$ cat src/rtl/minimax_pkg.sv
// Shared types and sizes for the minimax register-file write controller.
package minimax_pkg;

  localparam int unsigned REG_ADDR_W = 5;
  localparam int unsigned XLEN       = 32;
  localparam int unsigned NUM_REGS   = 32;

  typedef enum logic {
    CLEAR,
    RUN
  } rf_state_e;

  typedef logic [REG_ADDR_W-1:0] reg_addr_t;
  typedef logic [XLEN-1:0]       xword_t;

  // Highest register index; the clear sweep stops here instead of wrapping to x0.
  localparam reg_addr_t LAST_REG = reg_addr_t'(NUM_REGS - 1);

  function automatic logic is_x0(input reg_addr_t addr);
    return addr == '0;
  endfunction

endpackage

$ cat src/rtl/minimax_rf_wbuf.sv
// One-entry valid/ready buffer for load writebacks, with dequeue and flush.
module minimax_rf_wbuf
  import minimax_pkg::*;
(
  input  logic                  clk,
  input  logic                  reset,
  input  logic                  en,
  input  logic                  in_valid,
  output logic                  in_ready,
  input  logic [REG_ADDR_W-1:0] in_addr,
  input  logic [XLEN-1:0]       in_data,
  output logic                  out_valid,
  output logic [REG_ADDR_W-1:0] out_addr,
  output logic [XLEN-1:0]       out_data,
  input  logic                  deq,
  input  logic                  flush
);

  logic      valid_q;
  reg_addr_t addr_q;
  xword_t    data_q;

  // No same-cycle refill: a freed slot accepts again only on the following cycle.
  assign in_ready  = en && !valid_q;
  assign out_valid = valid_q;
  assign out_addr  = addr_q;
  assign out_data  = data_q;

  always_ff @(posedge clk) begin
    if (reset) begin
      valid_q <= 1'b0;
    end else if (deq || flush) begin
      valid_q <= 1'b0;
    end else if (in_valid && in_ready) begin
      valid_q <= 1'b1;
    end
  end

  always_ff @(posedge clk) begin
    if (in_valid && in_ready) begin
      addr_q <= in_addr;
      data_q <= in_data;
    end
  end

endmodule

$ cat src/rtl/minimax_rf_ctrl.sv
// Register-file write-port controller: post-reset clear, then cpu/load/debug arbitration.
// MINIMAX_RF_CLEAR_EN enables the zeroing sweep of x1..x31; otherwise CLEAR lasts one idle cycle.
module minimax_rf_ctrl
  import minimax_pkg::*;
(
  input  logic                  clk,
  input  logic                  reset,
  input  logic                  cpu_we,
  input  logic [REG_ADDR_W-1:0] cpu_addr,
  input  logic [XLEN-1:0]       cpu_data,
  input  logic                  ld_valid,
  output logic                  ld_ready,
  input  logic [REG_ADDR_W-1:0] ld_addr,
  input  logic [XLEN-1:0]       ld_data,
  input  logic                  dbg_req,
  input  logic                  dbg_we,
  input  logic [REG_ADDR_W-1:0] dbg_addr,
  input  logic [XLEN-1:0]       dbg_wdata,
  output logic                  dbg_ack,
  output logic [XLEN-1:0]       dbg_rdata,
  output logic                  rf_we,
  output logic [REG_ADDR_W-1:0] rf_addrD,
  output logic [XLEN-1:0]       rf_new_value,
  input  logic [XLEN-1:0]       rf_rD,
  output logic                  busy
);

  rf_state_e state_q, state_d;

  logic      buf_valid;
  logic      buf_deq;
  logic      buf_flush;
  reg_addr_t buf_addr;
  xword_t    buf_data;
  logic      dbg_grant;

`ifdef MINIMAX_RF_CLEAR_EN
  reg_addr_t clr_cnt_q;

  always_ff @(posedge clk) begin
    if (reset) begin
      clr_cnt_q <= reg_addr_t'(1);
    end else if (state_q == CLEAR && clr_cnt_q != LAST_REG) begin
      clr_cnt_q <= clr_cnt_q + reg_addr_t'(1);
    end
  end
`endif

  minimax_rf_wbuf u_wbuf (
    .clk      (clk),
    .reset    (reset),
    .en       (state_q == RUN),
    .in_valid (ld_valid),
    .in_ready (ld_ready),
    .in_addr  (ld_addr),
    .in_data  (ld_data),
    .out_valid(buf_valid),
    .out_addr (buf_addr),
    .out_data (buf_data),
    .deq      (buf_deq),
    .flush    (buf_flush)
  );

  always_ff @(posedge clk) begin
    if (reset) begin
      state_q <= CLEAR;
    end else begin
      state_q <= state_d;
    end
  end

  always_comb begin
    state_d = state_q;
    unique case (state_q)
      CLEAR: begin
`ifdef MINIMAX_RF_CLEAR_EN
        if (clr_cnt_q == LAST_REG) begin
          state_d = RUN;
        end
`else
        state_d = RUN;
`endif
      end
      RUN:     state_d = RUN;
      default: state_d = CLEAR;
    endcase
  end

  // One write per cycle: cpu beats the buffered load, which beats debug.
  always_comb begin
    busy         = 1'b0;
    rf_we        = 1'b0;
    rf_addrD     = cpu_addr;
    rf_new_value = cpu_data;
    buf_deq      = 1'b0;
    buf_flush    = 1'b0;
    dbg_grant    = 1'b0;
    unique case (state_q)
      CLEAR: begin
        busy = 1'b1;
`ifdef MINIMAX_RF_CLEAR_EN
        rf_we        = 1'b1;
        rf_addrD     = clr_cnt_q;
        rf_new_value = '0;
`endif
      end
      RUN: begin
        if (cpu_we) begin
          rf_we     = !is_x0(cpu_addr);
          // A same-address cpu write supersedes the older buffered load.
          buf_flush = buf_valid && (buf_addr == cpu_addr);
        end else if (buf_valid) begin
          rf_we        = !is_x0(buf_addr);
          rf_addrD     = buf_addr;
          rf_new_value = buf_data;
          buf_deq      = 1'b1;
        end else if (dbg_req && !dbg_ack) begin
          dbg_grant    = 1'b1;
          rf_we        = dbg_we && !is_x0(dbg_addr);
          rf_addrD     = dbg_addr;
          rf_new_value = dbg_wdata;
        end
      end
      default: busy = 1'b1;
    endcase
  end

  always_ff @(posedge clk) begin
    if (reset) begin
      dbg_ack   <= 1'b0;
      dbg_rdata <= '0;
    end else begin
      dbg_ack <= dbg_grant;
      if (dbg_grant && !dbg_we) begin
        dbg_rdata <= is_x0(dbg_addr) ? '0 : rf_rD;
      end
    end
  end

endmodule

$ cat config.mk
export PLATFORM = sky130hd
export DESIGN_NAME = minimax_rf_ctrl
export DESIGN_NICKNAME = d
export VERILOG_FILES = /design/src/rtl/minimax_pkg.sv /design/src/rtl/minimax_rf_wbuf.sv /design/src/rtl/minimax_rf_ctrl.sv
export SDC_FILE = /design/constraint.sdc
export NUM_CORES = 1
export LEC_CHECK = 0
export ABC_AREA = 1
export BUFFER_PORTS_ARGS = -buffer_cell sky130_fd_sc_hd__clkbuf_2
export CAP_MARGIN = 10
export CELL_PAD_IN_SITES_DETAIL_PLACEMENT = 2
export CELL_PAD_IN_SITES_GLOBAL_PLACEMENT = 2
export CORE_MARGIN = 5
export CORE_UTILIZATION = 25
export CTS_BUF_LIST = sky130_fd_sc_hd__clkbuf_4
export DETAILED_ROUTE_END_ITERATION = 8
export GPL_ROUTABILITY_DRIVEN = 0
export HOLD_SLACK_MARGIN = 0.15
export PLACE_DENSITY_LB_ADDON = 0.12
export SLEW_MARGIN = 10
export SYNTH_ARGS = -nofsm -noshare
export SYNTH_HDL_FRONTEND = slang
export SYNTH_SLANG_ARGS = --single-unit
$ cat constraint.sdc
create_clock -name clk -period 5.4 [get_ports clk]
set_clock_uncertainty 0.15 [all_clocks]
set_input_delay 0.81 -clock clk [delete_from_list [all_inputs] [get_ports clk]]
set_output_delay 0.81 -clock clk [all_outputs]
set_load 0.02 [all_outputs]
==> summary.txt <==
most frequent cells in the layout: clkbuf_2, nor2_1, nand2_1
vias per cell: 4.61
filler instances: 1632
worst min-delay path startpoint: dbg_rdata[14]
syn nets: 553
final std cells w/o fill: 793
Critical Path Sink: rf_addrD[2]
WS Path Type: register to primary output
Synth cell types: 24
Nets: 757
DR DRC count: 0
Worst Path Max Fanout: 37
WP data required: 4.44 ns
die area: 0.0165 mm^2
Die Wd: 128 um
sequential share of the synthesized area: 51.7%
setup TNS: 0 ns
Detailed Route WL: 13500 um
first-pass GRT wire length: 20600 um
initial antenna violation count: 0
PD cells: 235 mW/mm^2
Starting Density: 25.3%
CORE AREA: 0.0138 mm^2
r2r endpoint: dbg_rdata[8]
cells along the critical path: inv_2 -> a21boi_4 -> o21ai_0 -> a21oi_1 -> clkbuf_2
Root Buffer: clkbuf_4
Critical Path Max Stage Delay: 0.87 ns
Die Y: 128 um
DRT iter0 DRCs: 106
max-cap violations: 0
total grt overflow: 0
share of cells above drive strength 1: 43.4%
post-CTS sizing: 0
Max Slew Vio Count: 0
power share of the clock group: 26.6%
register bit total from synthesis: 72
largest family of logic cells by synthesized area: simple AND/OR/NAND/NOR gates
Final HPWL DP: 10400 um
Slew @ Worst Pin: 0.993 ns
Cells after Synth: 404
compound-gate portion of the synthesized area: 6.82%
LEAKAGE: 2.20 nW
vias in the first global route: 4026
Period minus WS final: 3.74 ns
CP Capture Type: primary output
Avg Synthesized Cell Area: 8.67 um^2
total via count in the routed design: 3656
CP startpoint: u_wbuf.out_valid
hold_buf cts: 0
internal power: 774 uW
unrepaired setup endpoints after global routing: false
Fin. Hold Viols: 0
sw power: 352 uW
largest cells by area after synthesis: edfxtp_1, dfxtp_1, nor2_1, nand3_1, nor4_1
worst reg2reg path startpoint: state_q
Synth Area in Adders: 0%
# H-tree levels: 3
leading area contributor after synthesis: edfxtp_1
IO Pins: 222
Final ANT Viol Nets: 0
GRT Util Overall: 15.8%
drt wl/cell: 17.0 um
YS warnings: 0
Slew HR: 33.7%
slowest CP cell: a21boi_4
CTS Buffer Depth: 2
post-synthesis simple-gate area fraction: 33.8%
post-synth top area share: 31.7%
R2R setup slack: 2.45 ns
startpoint types: register
Flop pwr share: 53.6%
final critical-path share of the clock period: 69.3%
IO Port Bufs: 221
cell depth of the worst flop-to-flop path: 7
Clk pin slew, worst setup/hold paths: 0.13 ns
commonest non-fill, non-tap cell in the layout: clkbuf_2
placed cell count: 777
switching share of total power: 31.3%
outcome: complete, no violations
Worst Path Arrival: 2.78 ns
# diodes: 0
Post-Syn Area: 0.00350 mm^2
f_max: 267 MHz
HP Class: register to register
combinational power share: 19.8%
# Post-CTS Setup Buffers: 0
Peak VDD IR: 0.0960 mV
cell row count: 43
largest net degree at the start of global routing: 39
Clock Sinks: 72
Pwr Total: 1.13 mW
CTS Buf Count: 9
TritonRoute pass-1 iters: 3
Syn-to-layout area delta: 36.5%
CTS tree: built
Hold WS: 0.325 ns
endpoints failing setup: 0
mux cell area share after synthesis: 0%
worst skew pair latency: 0.42 ns
Post-Synth XOR/XNOR Area: 0.250%
==> through the flow <==
| stage | worst slack [ns] | cell area [um^2] | util [%] |
|---|---|---|---|
| 2_1_floorplan | 2.37 | 3500 | - |
| 3_3_place_gp | 1.91 | 4670 | 33.8 |
| 3_5_place_dp | 1.85 | 4670 | 33.8 |
| 4_1_cts | 1.51 | 4780 | 34.6 |
| 5_1_grt | 1.32 | 4780 | 34.6 |
| 6_report | 1.66 | 4780 | 34.6 |
==> power by group through the flow <==
stage	logic (mW)	registers [mW]	clock network, mW
3_3_place_gp	0.222	0.615	0
3_5_place_dp	0.228	0.617	0
2_1_floorplan	0.119	0.619	0
4_1_cts	0.229	0.604	0.322
5_1_grt	0.245	0.607	0.342
6_report	0.223	0.604	0.300
==> synth_stat cells <==
library cell,n
a21boi_4,1
a21oi_1,36
and3_1,1
buf_1,1
buf_2,3
buf_4,1
buf_6,8
clkbuf_1,17
dfxtp_1,35
edfxtp_1,37
inv_1,18
inv_2,3
nand2_1,49
nand2_4,1
nand3_1,42
nand4_1,2
nor2_1,75
nor2_4,1
nor2_8,1
nor3_1,13
nor3_2,19
nor4_1,31
o21ai_0,8
xnor2_1,1
==> flip-flops by register name (all words and copies together) (netlist names) <==
| signal | count |
|---|---|
| dbg_ack | 1 |
| u_wbuf.out_valid | 1 |
| u_wbuf.out_addr | 5 |
| state_q | 1 |
| dbg_rdata | 32 |
| u_wbuf.out_data | 32 |
==> cell type report <==
cell class | instances | area (um^2) | area share, %
well taps | 180 | 225 | 4.71
repair buffers | 223 | 1120 | 23.4
flip-flops and latches | 72 | 1810 | 37.9
clock buffers | 9 | 67.6 | 1.41
inverters | 21 | 78.8 | 1.65
multi-input cells | 281 | 1440 | 30.0
clock inverters | 7 | 45.0 | 0.941
==> metal layers <==
metal,GRT usage (%),vias up,wire (um)
li1,-,1806,-
met1,18.9,1703,5670
met2,27.3,135,6470
met3,4.69,12,1150
met4,4.93,0,192
met5,0,-,0
==> cells by family (layout without fill, tap and decap cells) <==
| group | Yosys count | after routing |
|---|---|---|
| DFF | 72 | 72 |
| buffers and inverters | 51 | 260 |
| and+or+nand+nor | 235 | 235 |
| AOI/OAI and AO/OA | 45 | 45 |
| xor gates and xnor gates | 1 | 1 |
==> worst max-delay path, delay by kind of cell (launching register included) <==
kind | cells | cell delay [ns]
AO/OA/AOI/OAI | 3 | 1.25
buffers and inverters | 2 | 0.54
flip-flops | 1 | 0.56
==> worst min path at each step <==
stage | to | depth (start not counted)
after global placement | dbg_rdata[28] | 2
after global routing | dbg_rdata[11] | 2
after floorplan | dbg_rdata[10] | 2
after detailed placement | dbg_rdata[14] | 2
final | dbg_rdata[14] | 2
after CTS | dbg_rdata[14] | 2
No activity file was read; power rests on OpenSTA's default activity.
